File: src/rtl/pipe_stage_chain.sv
// Elastic valid/ready register chain: DEPTH stages of WIDTH-bit payload with
// bubble collapse, per-stage flush, registered occupancy and a saturating stall counter.
module pipe_stage_chain #(
  parameter int WIDTH = 32,
  parameter int DEPTH = 4,
  parameter int CNT_W = 16
) (
  input  logic                         clk,
  input  logic                         rst,
  input  logic                         in_valid,
  output logic                         in_ready,
  input  logic [WIDTH-1:0]             in_data,
  output logic                         out_valid,
  input  logic                         out_ready,
  output logic [WIDTH-1:0]             out_data,
  input  logic [DEPTH-1:0]             flush_mask,
  output logic [$clog2(DEPTH+1)-1:0]   occupancy,
  output logic [CNT_W-1:0]             stall_cnt,
  input  logic                         stall_clr
);

  localparam int OCC_W = $clog2(DEPTH + 1);

  logic [DEPTH-1:0] valid_q;
  logic [WIDTH-1:0] data_q [DEPTH];

  logic [DEPTH-1:0] eff_valid;
  logic [DEPTH-1:0] load;
  logic [DEPTH-1:0] src_valid;
  logic [WIDTH-1:0] src_data [DEPTH];
  logic [DEPTH-1:0] valid_d;
  logic             stall;

  function automatic logic [OCC_W-1:0] popcount(input logic [DEPTH-1:0] vec);
    logic [OCC_W-1:0] cnt;
    cnt = '0;
    for (int i = 0; i < DEPTH; i++) begin
      cnt = cnt + OCC_W'(vec[i]);
    end
    return cnt;
  endfunction

  function automatic logic [CNT_W-1:0] sat_inc(input logic [CNT_W-1:0] cnt);
    if (&cnt) begin
      return cnt;
    end
    return cnt + CNT_W'(1);
  endfunction

  // Ready ripples from the output back to the input; a local accumulator
  // keeps the chain free of bit-to-bit feedback within one vector.
  always_comb begin
    logic rdy;
    eff_valid = valid_q & ~flush_mask;
    load      = '0;
    rdy       = out_ready;
    for (int i = DEPTH - 1; i >= 0; i--) begin
      rdy     = ~eff_valid[i] | rdy;
      load[i] = rdy;
    end
  end

  always_comb begin
    src_valid    = '0;
    src_valid[0] = in_valid;
    src_data[0]  = in_data;
    for (int i = 1; i < DEPTH; i++) begin
      src_valid[i] = eff_valid[i-1];
      src_data[i]  = data_q[i-1];
    end
  end

  // A stage that does not load is necessarily live and unflushed, so holding
  // valid_q there is equivalent to holding its effective valid.
  always_comb begin
    valid_d = valid_q;
    for (int i = 0; i < DEPTH; i++) begin
      if (load[i]) begin
        valid_d[i] = src_valid[i];
      end
    end
  end

  assign in_ready  = load[0];
  assign out_valid = eff_valid[DEPTH-1];
  assign out_data  = data_q[DEPTH-1];
  assign stall     = out_valid & ~out_ready;

  // ---- stage registers: control ----
  always_ff @(posedge clk) begin
    if (rst) begin
      valid_q   <= '0;
      occupancy <= '0;
    end else begin
      valid_q   <= valid_d;
      occupancy <= popcount(valid_d);
    end
  end

  // ---- stage registers: payload (only captured with a live source) ----
  always_ff @(posedge clk) begin
    if (rst) begin
      for (int i = 0; i < DEPTH; i++) begin
        data_q[i] <= '0;
      end
    end else begin
      for (int i = 0; i < DEPTH; i++) begin
        if (load[i] && src_valid[i]) begin
          data_q[i] <= src_data[i];
        end
      end
    end
  end

  // ---- stall counter: clear wins over increment ----
  always_ff @(posedge clk) begin
    if (rst) begin
      stall_cnt <= '0;
    end else if (stall_clr) begin
      stall_cnt <= '0;
    end else if (stall) begin
      stall_cnt <= sat_inc(stall_cnt);
    end
  end

endmodule
File: config.mk
export PLATFORM = sky130hd
export DESIGN_NAME = pipe_stage_chain
export DESIGN_NICKNAME = d
export VERILOG_FILES = /design/src/rtl/pipe_stage_chain.sv
export SDC_FILE = /design/constraint.sdc
export NUM_CORES = 1
export LEC_CHECK = 0
export ABC_AREA = 1
export CORE_ASPECT_RATIO = 0.6
export CORE_MARGIN = 1.5
export CORE_UTILIZATION = 55
export CTS_BUF_LIST = sky130_fd_sc_hd__clkbuf_4 sky130_fd_sc_hd__clkbuf_8
export DETAILED_ROUTE_END_ITERATION = 10
export GPL_ROUTABILITY_DRIVEN = 1
export PLACE_DENSITY = 0.92
export SYNTH_ARGS = -nofsm -noshare
export SYNTH_HDL_FRONTEND = slang
export SYNTH_SLANG_ARGS = --single-unit
File: constraint.sdc
create_clock -name clk -period 5.7 [get_ports clk]
set_clock_uncertainty 0.15 [all_clocks]
set_input_delay 1.425 -clock clk [delete_from_list [all_inputs] [get_ports clk]]
set_output_delay 1.425 -clock clk [all_outputs]
set_load 0.01 [all_outputs]
==> results.md <==
- Status: finished, final reports clean
- Drt drc: 0
- Worst Path Required: around 4.1 ns
- Register bit count reported by yosys: about 150
- Port Buffers: 93
- Fin crit period: approximately 4.6 ns
- Layout fillers: about 770
- Overall Power: about 2.3 mW
- Placeable core region: 0.0113 mm2
- First-pass iteration count of the detailed router: 5
- First-pass GRT wire length: 17,800 um
- Min-Delay Path Class: flip-flop to flip-flop
- Gr usage total: between 10% and 20%
- Hold_buf cts: 0
- Worst Setup Slack post-DPL: approximately 1.2 ns
- DR vias: 3,994
- Fin cells: around 880
- # clock sinks: about 150
- DR iter-0 viols: around 300
- Max Fclk: between 200 and 250 MHz
- Root buffer cell: clkbuf_8
- Fin area: between 0.007 and 0.008 mm2
- Final number of setup-violating endpoints: 0
- Lkg Pwr: 3.21 nW
- Vias per cell: approximately 4.5
- Most frequent cells in the layout: inv_1 (160), nor2_1 (151), edfxtp_1 (128), clkdlybuf4s50_1 (93), nand2_1 (58)
- Unrepaired setup endpoints after global routing: no
- Critical path cell sequence: clkdlybuf4s50_1 -> inv_1 -> nand3_4 -> nor2_4 -> nand3_4 -> clkdlybuf4s50_1
- Clk_lat worst skew: 0.44 ns
- Max incr delay on CP: about 0.51 ns
- Vias in the first global route: ~3.8k
- Num rows: 30
- Slowest CP cell: clkdlybuf4s50_1
- Ant diodes: 0
- Routability Congestion: about 0.85
- Clk buf depth: 2
- Setup_tns: 0 ns
- Top Ports: 94
- H-Tree Depth: 4
- Die width: between 100 and 150 um
- Slew Limit Fails: 0
- Routed WL: between 10,000 and 15,000 um
- Grt total ovfl: 0
- Dpl hpwl: 7760 um
- Layout Nets: ~750
- Setup bufs post-CTS: 0
- Crit path DAT: 2.99 ns
- Final clock period utilization by the worst path: 80.0%
- Max Fanout on Critical Path: 9
- Placed inst area: around 0.0074 mm2
- Clk slew on worst S/H paths: 0.08 ns
- Cell Pwr Density: 287 mW/mm2
- Routed WL per cell: about 13 um
- CP startpoint kind: input port
- Tightest Pin Transition: roughly 1.2 ns
- Avg Cell Area, Syn: 10.5 um2
- Top cells by area, synth: edfxtp_1 (60%), inv_1 (9.4%), nor2_1 (8.9%)
- Most common cell after layout, fill and taps aside: inv_1
- Mapped Area: 0.00640 mm2
- Post-Syn Instances: just over 600
- Maximum capacitance violations: 0
- Layout area overhead: 22.3%
- Die area: 0.0123 mm2
- CTS-repair resized insts: 0
- Placed Cells: between 800 and 900
- Fin. Hold Viols: 0
- Die height: about 87 um
- Synth Warn #: 0
- Initial core utilization: 56.5%
- Initial antenna violation count: 0
- CP endpoint kind: output pin
- CTS Buf Count: 17
- Count of different cell masters after synthesis: 27
- Max-slew headroom: about a fifth
- Yosys top cell area share: between 60% and 70%
- Biggest area consumer among synthesized cells: edfxtp_1
- Sequential fraction of the synthesis area: 67.2%
- Ratio of cells with drive above 1 in the final layout: about 9.3%
- Worst VDD drop: 0.147 mV
- Worst setup margin: between 1 and 1.5 ns
- TritonCTS clock tree: yes
- Antenna Nets Post-Route: 0
- Mapped Nets: around 650
- Pin count of the biggest net entering global routing: 33
- WS Path Type: input port to output pin
cells in the mapped netlist:
library cell,count
nor2_2,16
nor2_1,151
dfxtp_1,23
a21oi_1,12
buf_6,11
inv_2,2
a31oi_1,1
fa_1,1
nand3_4,6
buf_8,1
nor3_2,2
clkbuf_8,1
ha_1,3
o21ai_0,4
inv_1,160
nand2_4,2
nor2_4,2
xnor2_1,2
nand2_2,2
xor2_1,1
buf_2,1
nand4_1,5
and2_1,1
nand3_1,11
clkinv_1,1
nand2_1,58
edfxtp_1,128
path summary, 6_finish.rpt:
path | startpoint | to | slack [ns] | cells after the start
setup / recovery | flush_mask[3] | in_ready | 1.14 | 6
hold / removal | stall_cnt[15] | stall_cnt[15] | 0.40 | 2
setup reg to reg | valid_q[3] | data_q[0][28] | 3.32 | 5
hold reg to reg | stall_cnt[15] | stall_cnt[15] | 0.40 | 2
report_power, final:
part	leakage (nW)	switching, mW	total (mW)	internal, mW
combinational	1.45	0.0647	0.118	0.0538
clock	0.219	0.420	0.871	0.452
sequential	1.53	0.0151	1.26	1.25
cell families (layout without fill, tap and decap cells):
group,Yosys count,in the layout,synth area share [%]
AO/OA/AOI/OAI,17,17,1.35
XOR/XNOR,3,3,0.410
adder cells (fa/ha/maj),4,4,0.899
buffers and inverters,177,290,12.0
flip-flops,151,151,67.2
AND/OR/NAND/NOR,256,256,18.1
metrics by stage:
stage                     hold WS, ns  util, %
after floorplan                 0.369        -
after detailed placement        0.380     65.3
final                           0.397     69.1
after global routing            0.423     69.1
after CTS                       0.396     69.1
after global placement          0.376     65.3
critical path, delay by kind of cell:
kind / cells / cell delay [ns]
buffers and inverters: 3 / 1.02
AND/OR/NAND/NOR: 3 / 0.53
layout make-up:
cell class	count	area, um2	share of cell area (%)
well taps	160	200	2.56
flip-flops and latches	151	4300	55.0
inverters	163	612	7.81
repair buffers	95	946	12.1
clock inverters	14	189	2.41
multi-input cells	280	1340	17.1
clock buffers	18	241	3.08
metal layers:
layer / track usage, % / wire length [um]
met1: 26.1 / 5290
met2: 29.0 / 4820
met3: 6.74 / 749
met4: 6.94 / 182
met5: 0 / 0
flip-flops by register name, summed over array words and instances, names as in the netlist:
signal and flops:
data_q 128, valid_q 4, stall_cnt 16, occupancy 3
Power figures use the tool's default switching activity.
